### config.mk
export PLATFORM = sky130hd
export DESIGN_NAME = polling_os_sequencer_flat
export DESIGN_NICKNAME = d
export VERILOG_FILES = /design/src/rtl/polling_os_sequencer_if.sv /design/src/rtl/polling_os_sequencer.sv /design/src/flat_wrapper.sv
export SDC_FILE = /design/constraint.sdc
export NUM_CORES = 1
export LEC_CHECK = 0
export CORE_MARGIN = 2
export CORE_UTILIZATION = 55
export CTS_CLUSTER_DIAMETER = 30
export DETAILED_ROUTE_END_ITERATION = 8
export PLACE_DENSITY_LB_ADDON = 0.12
export SYNTH_ARGS = -nofsm -noshare
export SYNTH_HDL_FRONTEND = slang
export SYNTH_SLANG_ARGS = --single-unit
### constraint.sdc
create_clock -name clk -period 3.2 [get_ports clk]
set_input_delay 0.96 -clock clk [delete_from_list [all_inputs] [get_ports clk]]
set_output_delay 0.96 -clock clk [all_outputs]
set_load 0.01 [all_outputs]
### src/rtl/polling_os_sequencer_if.sv
// rtl/polling_os_sequencer_if.sv - LTSSM/encoder signal bundle for the training ordered-set sequencer
//
// Ports (slave = sequencer side):
//   start, abort, tx_hold          : commands from the lane LTSSM
//   txdata[7:0], txdatak           : symbol and K-flag to the 8b/10b encoder
//   txelecidle                     : electrical idle request to the encoder
//   busy, done, os_count[15:0]     : sequence status back to the LTSSM
interface polling_os_sequencer_if;
    logic        start;
    logic        abort;
    logic        tx_hold;
    logic [7:0]  txdata;
    logic        txdatak;
    logic        txelecidle;
    logic        busy;
    logic        done;
    logic [15:0] os_count;

    modport master (
        output start, abort, tx_hold,
        input  txdata, txdatak, txelecidle, busy, done, os_count
    );

    modport slave (
        input  start, abort, tx_hold,
        output txdata, txdatak, txelecidle, busy, done, os_count
    );
endinterface

### src/rtl/polling_os_sequencer.sv
// rtl/polling_os_sequencer.sv - per-lane TS1/TS2 training ordered-set sequencer feeding the 8b/10b encoder
//
// Ports:
//   clk   : PHY parallel clock
//   reset : synchronous, active-high
//   bus   : polling_os_sequencer_if.slave (start/abort/tx_hold in; txdata/txdatak/
//           txelecidle/busy/done/os_count out, all registered)
// Parameters: NTS (TS1 count), NTS2 (TS2 count), N_FTS (TS symbol 3),
//             SKP_INTERVAL (only with OZ_SKP_INSERT_EN).
// Configuration macro: OZ_SKP_INSERT_EN enables periodic SKP ordered-set insertion.
module polling_os_sequencer #(
    parameter int         NTS   = 1024,
    parameter int         NTS2  = 16,
    parameter logic [7:0] N_FTS = 8'hFF
`ifdef OZ_SKP_INSERT_EN
    ,
    parameter int         SKP_INTERVAL = 1180
`endif
) (
    input  logic                   clk,
    input  logic                   reset,
    polling_os_sequencer_if.slave  bus
);
    localparam logic [7:0]  SYM_COM = 8'hBC;
    localparam logic [7:0]  SYM_PAD = 8'hF7;
    localparam logic [7:0]  TS1_ID  = 8'h4A;
    localparam logic [7:0]  TS2_ID  = 8'h45;
    // 32-bit copies so os_count compares never truncate large NTS/NTS2 values
    localparam logic [31:0] NTS_U   = NTS;
    localparam logic [31:0] NTS2_U  = NTS2;

`ifdef OZ_SKP_INSERT_EN
    localparam logic [7:0]  SYM_SKP = 8'h1C;
    localparam logic [31:0] SKP_U   = SKP_INTERVAL;
    typedef enum logic [2:0] {S_IDLE, S_TS1, S_TS2, S_SKP, S_DONE} state_t;
`else
    typedef enum logic [2:0] {S_IDLE, S_TS1, S_TS2, S_DONE} state_t;
`endif

    state_t      state, state_n;
    logic [3:0]  sym, sym_n;
    logic [15:0] os_count, os_count_n, os_inc;

    logic [7:0]  txdata_q, txdata_n;
    logic        txdatak_q, txdatak_n;
    logic        txelecidle_q, txelecidle_n;
    logic        busy_q, busy_n;
    logic        done_q, done_n;

`ifdef OZ_SKP_INSERT_EN
    state_t      ret_state, ret_state_n;
    logic [11:0] skp_cnt, skp_cnt_n, skp_inc;
    logic        skp_due;
`endif

    always_ff @(posedge clk) begin
        if (reset) begin
            state        <= S_IDLE;
            sym          <= 4'd0;
            os_count     <= 16'd0;
            txdata_q     <= 8'h00;
            txdatak_q    <= 1'b0;
            txelecidle_q <= 1'b1;
            busy_q       <= 1'b0;
            done_q       <= 1'b0;
`ifdef OZ_SKP_INSERT_EN
            ret_state    <= S_IDLE;
            skp_cnt      <= 12'd0;
`endif
        end else begin
            state        <= state_n;
            sym          <= sym_n;
            os_count     <= os_count_n;
            txdata_q     <= txdata_n;
            txdatak_q    <= txdatak_n;
            txelecidle_q <= txelecidle_n;
            busy_q       <= busy_n;
            done_q       <= done_n;
`ifdef OZ_SKP_INSERT_EN
            ret_state    <= ret_state_n;
            skp_cnt      <= skp_cnt_n;
`endif
        end
    end

    // state/sym always name the symbol currently on the wire; the next-state
    // logic picks the following symbol and the output decode registers it.
    always_comb begin
        state_n    = state;
        sym_n      = sym;
        os_count_n = os_count;
        os_inc     = (os_count == 16'hFFFF) ? os_count : os_count + 16'd1;
`ifdef OZ_SKP_INSERT_EN
        ret_state_n = ret_state;
        skp_cnt_n   = skp_cnt;
        skp_inc     = (skp_cnt == 12'hFFF) ? skp_cnt : skp_cnt + 12'd1;
        // skp_inc includes the symbol being emitted this cycle
        skp_due     = ({20'd0, skp_inc} >= SKP_U);
`endif
        if (bus.abort) begin
            state_n    = S_IDLE;
            sym_n      = 4'd0;
            os_count_n = 16'd0;
        end else begin
            case (state)
                S_IDLE: begin
                    if (bus.start) begin
                        state_n    = S_TS1;
                        sym_n      = 4'd0;
                        os_count_n = 16'd0;
                    end
                end
                S_TS1, S_TS2: begin
                    if (!bus.tx_hold) begin
`ifdef OZ_SKP_INSERT_EN
                        skp_cnt_n = skp_inc;
`endif
                        if (sym == 4'd15) begin
                            sym_n      = 4'd0;
                            os_count_n = os_inc;
                            if (state == S_TS1 && {16'd0, os_inc} == NTS_U) begin
                                state_n    = S_TS2;
                                os_count_n = 16'd0;
                            end else if (state == S_TS2 && {16'd0, os_inc} == NTS2_U) begin
                                state_n = S_DONE;
                            end
`ifdef OZ_SKP_INSERT_EN
                            // SKP goes out first; the phase change resumes afterwards
                            if (skp_due) begin
                                ret_state_n = state_n;
                                state_n     = S_SKP;
                                skp_cnt_n   = 12'd0;
                            end
`endif
                        end else begin
                            sym_n = sym + 4'd1;
                        end
                    end
                end
`ifdef OZ_SKP_INSERT_EN
                S_SKP: begin
                    if (!bus.tx_hold) begin
                        if (sym == 4'd3) begin
                            state_n = ret_state;
                            sym_n   = 4'd0;
                        end else begin
                            sym_n = sym + 4'd1;
                        end
                    end
                end
`endif
                S_DONE: begin
`ifdef OZ_SKP_INSERT_EN
                    skp_cnt_n = skp_inc;
`endif
                    if (bus.start) begin
                        state_n    = S_TS1;
                        sym_n      = 4'd0;
                        os_count_n = 16'd0;
                    end
`ifdef OZ_SKP_INSERT_EN
                    else if (skp_due) begin
                        ret_state_n = S_DONE;
                        state_n     = S_SKP;
                        sym_n       = 4'd0;
                        skp_cnt_n   = 12'd0;
                    end
`endif
                end
                default: begin
                    state_n = S_IDLE;
                    sym_n   = 4'd0;
                end
            endcase
        end
    end

    // Output decode of the next symbol; a hold keeps state_n/sym_n unchanged
    // so the same symbol is simply re-registered.
    always_comb begin
        txdata_n     = 8'h00;
        txdatak_n    = 1'b0;
        txelecidle_n = 1'b0;
        busy_n       = 1'b0;
        done_n       = 1'b0;
        case (state_n)
            S_TS1, S_TS2: begin
                busy_n = 1'b1;
                case (sym_n)
                    4'd0:       begin txdata_n = SYM_COM; txdatak_n = 1'b1; end
                    4'd1, 4'd2: begin txdata_n = SYM_PAD; txdatak_n = 1'b1; end
                    4'd3:       txdata_n = N_FTS;
                    4'd4:       txdata_n = 8'h02;
                    4'd5:       txdata_n = 8'h00;
                    default:    txdata_n = (state_n == S_TS1) ? TS1_ID : TS2_ID;
                endcase
            end
`ifdef OZ_SKP_INSERT_EN
            S_SKP: begin
                busy_n    = 1'b1;
                txdatak_n = 1'b1;
                txdata_n  = (sym_n == 4'd0) ? SYM_COM : SYM_SKP;
            end
`endif
            S_DONE:  done_n = 1'b1;
            default: txelecidle_n = 1'b1;
        endcase
    end

    assign bus.txdata     = txdata_q;
    assign bus.txdatak    = txdatak_q;
    assign bus.txelecidle = txelecidle_q;
    assign bus.busy       = busy_q;
    assign bus.done       = done_q;
    assign bus.os_count   = os_count;
endmodule

### src/flat_wrapper.sv
// flat-port wrapper written by rule: the top's interface ports become plain ports
module polling_os_sequencer_flat 
#(
    parameter int         NTS   = 1024,
    parameter int         NTS2  = 16,
    parameter logic [7:0] N_FTS = 8'hFF

)
  (clk, reset, bus_start, bus_abort, bus_tx_hold, bus_txdata, bus_txdatak, bus_txelecidle, bus_busy, bus_done, bus_os_count);
  polling_os_sequencer_if bus_i ();
  input  logic clk;
  input  logic reset;
  input wire logic [$bits(bus_i.start)-1:0] bus_start;
  input wire logic [$bits(bus_i.abort)-1:0] bus_abort;
  input wire logic [$bits(bus_i.tx_hold)-1:0] bus_tx_hold;
  output wire logic [$bits(bus_i.txdata)-1:0] bus_txdata;
  output wire logic [$bits(bus_i.txdatak)-1:0] bus_txdatak;
  output wire logic [$bits(bus_i.txelecidle)-1:0] bus_txelecidle;
  output wire logic [$bits(bus_i.busy)-1:0] bus_busy;
  output wire logic [$bits(bus_i.done)-1:0] bus_done;
  output wire logic [$bits(bus_i.os_count)-1:0] bus_os_count;
  assign bus_i.start = bus_start;
  assign bus_i.abort = bus_abort;
  assign bus_i.tx_hold = bus_tx_hold;
  assign bus_txdata = bus_i.txdata;
  assign bus_txdatak = bus_i.txdatak;
  assign bus_txelecidle = bus_i.txelecidle;
  assign bus_busy = bus_i.busy;
  assign bus_done = bus_i.done;
  assign bus_os_count = bus_i.os_count;
  polling_os_sequencer #(.NTS(NTS), .NTS2(NTS2), .N_FTS(N_FTS)) u_core (.clk(clk), .reset(reset), .bus(bus_i));
endmodule
==> run_results.csv, run 1 <==
group,metric,value,unit
run_status,status,"finished clean",
timing,max_freq,333.4,MHz
floorplan,die_h,70.42,µm
finish,drive_above_1_share,18.60,%
clock_tree,clock_path_buffers,2,
global_routing,grt-ovfl-total,0,
global_routing,grt_max_degree,19,
logic_synthesis,synth_top_family_by_area,"simple AND/OR/NAND/NOR gates",
logic_synthesis,synth_xor_area_share,2.527,%
clock_tree,cts_root_buffer,"clkbuf_8",
critical_path,worst-path-max-fanout,7,
logic_synthesis,syn_nets,295,
clock_tree,post_cts_buffers,0,
logic_synthesis,synth.area.mux_share,1.702,%
clock_tree,tritoncts,"done",
logic_synthesis,synth_cell_types,73,
logic_synthesis,ys.flop_type,"dfxtp_1",
logic_synthesis,synth_edf_count,0,
power,power_per_cell_area,272.0,nW/µm²
logic_synthesis,syn_area,2426,µm²
floorplan,initial_core_util,56.50,%
logic_synthesis,synth_compound_area_share,24.39,%
finish,fin_util,67.63,%
critical_path,crit_type,"reg2reg",
power,ir_drop,270.5,µV
clock_tree,cts_buffers,5,
routing,vias_per_cell,6.266,
routing,final_antenna_net_count,0,
finish,diodes,0,
logic_synthesis,synth-simple-area-share,34.30,%
finish,fin_nets,334,
timing,finalMaxSlewViolations,0,
finish,fillers,407,
routing,remaining_drc_errors,0,
routing,drt-total-wl,6380,µm
finish,final_common_cell,"dfxtp_1",
timing,period_share,93.74,%
floorplan,die_w,70.42,µm
logic_synthesis,async_reset_ff_share,0,%
clock_tree,cts_sinks,33,
timing,worst_slew_pin_slew,813.1,ps
placed_design,port_buffers,32,
timing,finalHoldViolCount,0,
floorplan,coreArea,4294,µm²
critical_path,start_kind,"register",
logic_synthesis,synth_warnings,0,
logic_synthesis,synthAdderAreaFrac,1.031,%
floorplan,rows,24,
routing,initialDrtViolationCount,204,
critical_path,arrival,3210,ps
logic_synthesis,ys_seq_area_share,27.23,%
clock_tree,path_clk_slew,80,ps
floorplan,ios,33,
placed_design,dp_hpwl,4713,µm
timing,finalClockSkew,6.718,ps
logic_synthesis,syn_avg_cell_area,8.424,µm²
routing,vias,2381,
routing,first_pass_iters,4,
power,leakagePower,0.001030,µW
routing,routedWlPerCell,16.79,µm
critical_path,crit_required,3410,ps
timing,max-slew-margin-rel,45.41,%
global_routing,grt_pass1_wl,10810,µm
floorplan,die_area,4958,µm²
logic_synthesis,synth-seq-cells,33,
critical_path,critical_path.endpoint_type,"register",
clock_tree,insertion_delay,290,ps
clock_tree,hold_buffers,0,
timing,setup_viol,0,
job,cap_viol_max_count,0,
timing,period_minus_slack,3000,ps
global_routing,grt_use_total,27.17,%
timing,fin_setup_tns,0,ps
timing,rsz0062_at_grt,"no",
clock_tree,htree_levels,2,
finish,syn_to_final_growth,19.70,%
hold_path,hp-class,"reg2reg",
global_routing,antenna_found_initial,0,
finish,mostFrequentLayoutCells,"33 x dfxtp_1, 32 x nand2_1, 32 x clkdlybuf4s50_1, 27 x nor2_1, 21 x buf_4",
global_routing,grt_pass1_vias,2319,
power,p_total,789.8,µW
placed_design,gp_congestion,0.8957,
logic_synthesis,syn_inst,288,
-- what timing repair did --
| action | in CTS | in global routing |
|---|---|---|
| gates resized for setup | 0 | 1 |
| endpoints found under the setup margin | 0 | 5 |
| hold endpoints to repair | 0 | 0 |
-- critical path: stages (launching register included) --
cell      delay [ps]
dfxtp_1          350
ha_1             250
buf_4            180
and4_1           260
nand2_1           80
xor2_1           270
nand4_2          160
nor4b_4          370
a31oi_1          260
or3_4            480
a221oi_2         260
-- power by group --
group	internal [µW]	leakage [µW]	total [µW]	switching [µW]
Clock	153	0.0000364	325	173
Combinational	20.2	0.000727	48.0	27.8
Sequential	413	0.000266	416	3.87
Total	585	0.00103	790	205
-- area by class of cell --
type | count | area (µm²) | share of cell area [%]
Tap cell | 52 | 65.06 | 2.240
Timing Repair Buffer | 54 | 498.0 | 17.15
Inverter | 9 | 33.78 | 1.163
Multi-Input combinational cell | 224 | 1555 | 53.55
Sequential cell | 33 | 660.6 | 22.75
Clock inverter | 3 | 22.52 | 0.7755
Clock buffer | 5 | 68.82 | 2.370
-- stage by stage --
stage	hold slack, ps	instance area, µm²	instances	worst slack (ps)
finish	602.7	2904	380	200.5
global placement	586.6	2813	372	132.3
global route	630.5	2904	380	13.27
CTS	593.7	2904	380	159.6
detailed placement	585.5	2813	372	40.75
floorplan	577.2	2426	288	334.4
-- metal layers --
| layer | track usage [%] | routed length [µm] |
|---|---|---|
| met3 | 5.195 | 325 |
| met2 | 48.74 | 3273 |
| met4 | 10.68 | 157 |
| met1 | 31.46 | 2625 |
| met5 | 0 | 0 |
-- Yosys cell counts, types with 7 or more instances --
cell type | number | area [µm²]
o31ai_1 | 7 | 52.55
a31oi_1 | 7 | 43.79
inv_1 | 9 | 33.78
o21ai_0 | 9 | 45.04
nor3_1 | 11 | 55.05
nand2_1 | 32 | 120.1
nand3_1 | 7 | 35.03
buf_4 | 8 | 60.06
a311oi_1 | 7 | 61.31
dfxtp_1 | 33 | 660.6
buf_6 | 8 | 90.09
a21oi_1 | 18 | 90.09
nor2_1 | 27 | 101.4
-- worst paths after layout --
path	cells past startpoint	startpoint	endpoint	slack, ps
setup / recovery	10	u_core.bus.os_count[0]$_SDFFE_PP0P_	u_core.bus.txdata[6]$_SDFF_PP0_	200
hold / removal	2	u_core.bus.os_count[13]$_SDFFE_PP0P_	u_core.bus.os_count[13]$_SDFFE_PP0P_	600
setup reg to reg	10	u_core.bus.os_count[0]$_SDFFE_PP0P_	u_core.bus.txdata[6]$_SDFF_PP0_	200
hold reg to reg	2	u_core.bus.os_count[13]$_SDFFE_PP0P_	u_core.bus.os_count[13]$_SDFFE_PP0P_	600
-- flip-flops by register name, summed over array words and instances (netlist names) --
| register | count |
|---|---|
| u_core.bus.txelecidle | 1 |
| u_core.bus.txdata | 6 |
| u_core.bus.busy | 1 |
| u_core.bus.done | 1 |
| u_core.state | 3 |
| u_core.sym | 4 |
| u_core.bus.txdatak | 1 |
| u_core.bus.os_count | 16 |
-- cell families after synthesis --
| family | count (synthesis) |
|---|---|
| mux | 4 |
| xor+xnor | 7 |
| compound gates | 81 |
| simple gates | 129 |
| other cells | 1 |
| flops | 33 |
| fa+ha+maj | 2 |
| buf+inv | 31 |
Note: power is estimated with default switching activity, not from simulation.
==> run 2: changes to the inputs <==
--- a/config.mk
+++ b/config.mk
@@ -9,7 +9,9 @@
 export CORE_UTILIZATION = 55
 export CTS_CLUSTER_DIAMETER = 30
 export DETAILED_ROUTE_END_ITERATION = 8
+export HOLD_SLACK_MARGIN = 0.15
 export PLACE_DENSITY_LB_ADDON = 0.12
+export REMOVE_ABC_BUFFERS = 1
 export SYNTH_ARGS = -nofsm -noshare
 export SYNTH_HDL_FRONTEND = slang
 export SYNTH_SLANG_ARGS = --single-unit
==> run 2 against run 1 <==
Net effect:
- die area unchanged
- clock skew down 2.1 ps
- total power up 10%
- cell count unchanged
- maximum frequency down 0.52%
- first-iteration DRC count up 17%
- via count up 0.92%
- register-to-register slack worse by 20 ps
- sequential cell count unchanged
==> run_results.csv, run 2 (same netlist as run 1, synthesis figures left out) <==
group,metric,value,unit
run_status,status,"finished clean",
clock_tree,cts_sinks,33,
routing,routedWlPerCell,16.92,µm
power,power_per_cell_area,297.4,nW/µm²
timing,rsz0062_at_grt,"no",
finish,fillers,390,
global_routing,antenna_found_initial,0,
finish,fin_cells,380,
routing,first_pass_iters,6,
routing,vias,2403,
global_routing,grt_max_degree,19,
critical_path,crit_type,"reg2reg",
clock_tree,htree_levels,2,
floorplan,die_area,4958,µm²
floorplan,die_w,70.42,µm
floorplan,initial_core_util,56.50,%
job,cap_viol_max_count,0,
finish,diodes,0,
power,leakagePower,0.001042,µW
clock_tree,clock_path_buffers,2,
placed_design,port_buffers,32,
critical_path,start_kind,"register",
placed_design,dp_hpwl,4708,µm
global_routing,grt_use_total,26.76,%
routing,final_antenna_net_count,0,
power,ir_drop,253.8,µV
clock_tree,tritoncts,"done",
critical_path,path_delay_family,"simple AND/OR/NAND/NOR gates",
routing,initialDrtViolationCount,239,
critical_path,slowest_delay,600,ps
clock_tree,cts_root_buffer,"clkbuf_8",
routing,vias_per_cell,6.324,
finish,mostFrequentLayoutCells,"33 x dfxtp_1, 32 x nand2_1, 32 x clkdlybuf4s50_1, 27 x nor2_1, 21 x buf_4",
placed_design,dp.cells,370,
timing,fin_setup_tns,0,ps
finish,regMostFlops,"u_core.bus.os_count",
timing,finalClockSkew,4.619,ps
timing,max_freq,331.7,MHz
finish,largest_register_ffs,16,
finish,fin_nets,334,
finish,syn_to_final_growth,20.94,%
critical_path,crit_slowest_cell,"dfxtp_1",
critical_path,crit_required,3410,ps
floorplan,coreArea,4294,µm²
routing,remaining_drc_errors,0,
global_routing,grt_pass1_wl,10690,µm
floorplan,die_h,70.42,µm
finish,drive_above_1_share,19.21,%
floorplan,rows,24,
timing,max-slew-margin-rel,61.43,%
finish,final_common_cell,"dfxtp_1",
floorplan,ios,33,
critical_path,cpMostUsedCell,"buf_4",
critical_path,worst-path-max-fanout,9,
critical_path,critical_path.endpoint_type,"register",
timing,finalHoldViolCount,0,
clock_tree,path_clk_slew,80,ps
global_routing,grt_pass1_vias,2223,
placed_design,gp_congestion,0.9106,
global_routing,grt-ovfl-total,0,
critical_path,crit_buf_inv,2,
clock_tree,cts_buffers,5,
critical_path,path_cells,"nand4_4, buf_4, nor3_1, mux2i_2, buf_4, nor4b_2, nor2b_2, and3_1, or3_4, a221oi_2",
clock_tree,insertion_delay,290,ps
critical_path,arrival,3230,ps
routing,drt-total-wl,6431,µm
timing,period_minus_slack,3015,ps
timing,finalMaxSlewViolations,0,
timing,setup_viol,0,
timing,period_share,94.22,%
hold_path,hp-class,"reg2reg",
timing,worst_slew_pin_slew,575.8,ps
-- run 2: cell count changes in the layout (fill, tap and decap cells not counted), sizes merged --
| cell | delta |
|---|---|
| clkinv | +1 |
| bufinv | +1 |
| clkinvlp | -2 |
-- run 2: worst paths after layout --
| check | slack [ps] | from | end | depth (start not counted) |
|---|---|---|---|---|
| hold reg to reg | 620 | u_core.bus.os_count[13]$_SDFFE_PP0P_ | u_core.bus.os_count[13]$_SDFFE_PP0P_ | 2 |
| hold / removal | 620 | u_core.bus.os_count[13]$_SDFFE_PP0P_ | u_core.bus.os_count[13]$_SDFFE_PP0P_ | 2 |
| setup / recovery | 180 | u_core.bus.os_count[6]$_SDFFE_PP0P_ | u_core.bus.txdata[6]$_SDFF_PP0_ | 10 |
| setup reg to reg | 180 | u_core.bus.os_count[6]$_SDFFE_PP0P_ | u_core.bus.txdata[6]$_SDFF_PP0_ | 10 |
-- run 2: metrics by stage --
stage | hold slack, ps | setup slack, ps | power (µW) | instance area [µm²] | util, %
finish | 615.1 | 184.8 | 872.7 | 2934 | 68.33
CTS | 614.8 | 125.3 | 874.5 | 2913 | 67.83
global placement | 589.2 | 127.4 | 471.4 | 2798 | 65.15
floorplan | 577.1 | 115.5 | 448.9 | 2250 | -
detailed placement | 604.3 | 45.33 | 472.2 | 2798 | 65.15
global route | 650.4 | 9.003 | 892.4 | 2934 | 68.33
-- run 2: cell type report --
class | instances | area (µm²) | area share, %
Clock inverter | 3 | 46.29 | 1.578
Timing Repair Buffer | 54 | 498.0 | 16.97
Clock buffer | 5 | 68.82 | 2.345
Multi-Input combinational cell | 224 | 1562 | 53.22
Sequential cell | 33 | 660.6 | 22.52
Tap cell | 52 | 65.06 | 2.217
Inverter | 9 | 33.78 | 1.151
-- run 2: worst register-to-register path, cell delays in order (launching register included) --
cell,delay [ps]
dfxtp_1,600
nand4_4,170
buf_4,200
nor3_1,280
mux2i_2,350
buf_4,170
nor4b_2,50
nor2b_2,170
and3_1,260
or3_4,430
a221oi_2,270
-- run 2: per-layer routing --
layer / routed length (µm) / part of all wire, % / vias up / GRT usage (%)
li1: - / - / 1154 / -
met1: 2662 / 41 / 1143 / 32.21
met2: 3318 / 52 / 93 / 47.38
met3: 343 / 5.3 / 13 / 3.896
met4: 106 / 1.6 / 0 / 10.68
met5: 0 / 0 / - / 0
-- run 2: power by group --
group / switching, µW / internal [µW]
combinational: 27.8 / 18.9
clock: 177 / 233
sequential: 3.74 / 412
-- run 2: what timing repair did --
action,CTS,global route
endpoints found under the setup margin,0,6
hold buffers,0,0
resized for setup,0,3
buffers inserted,0,2
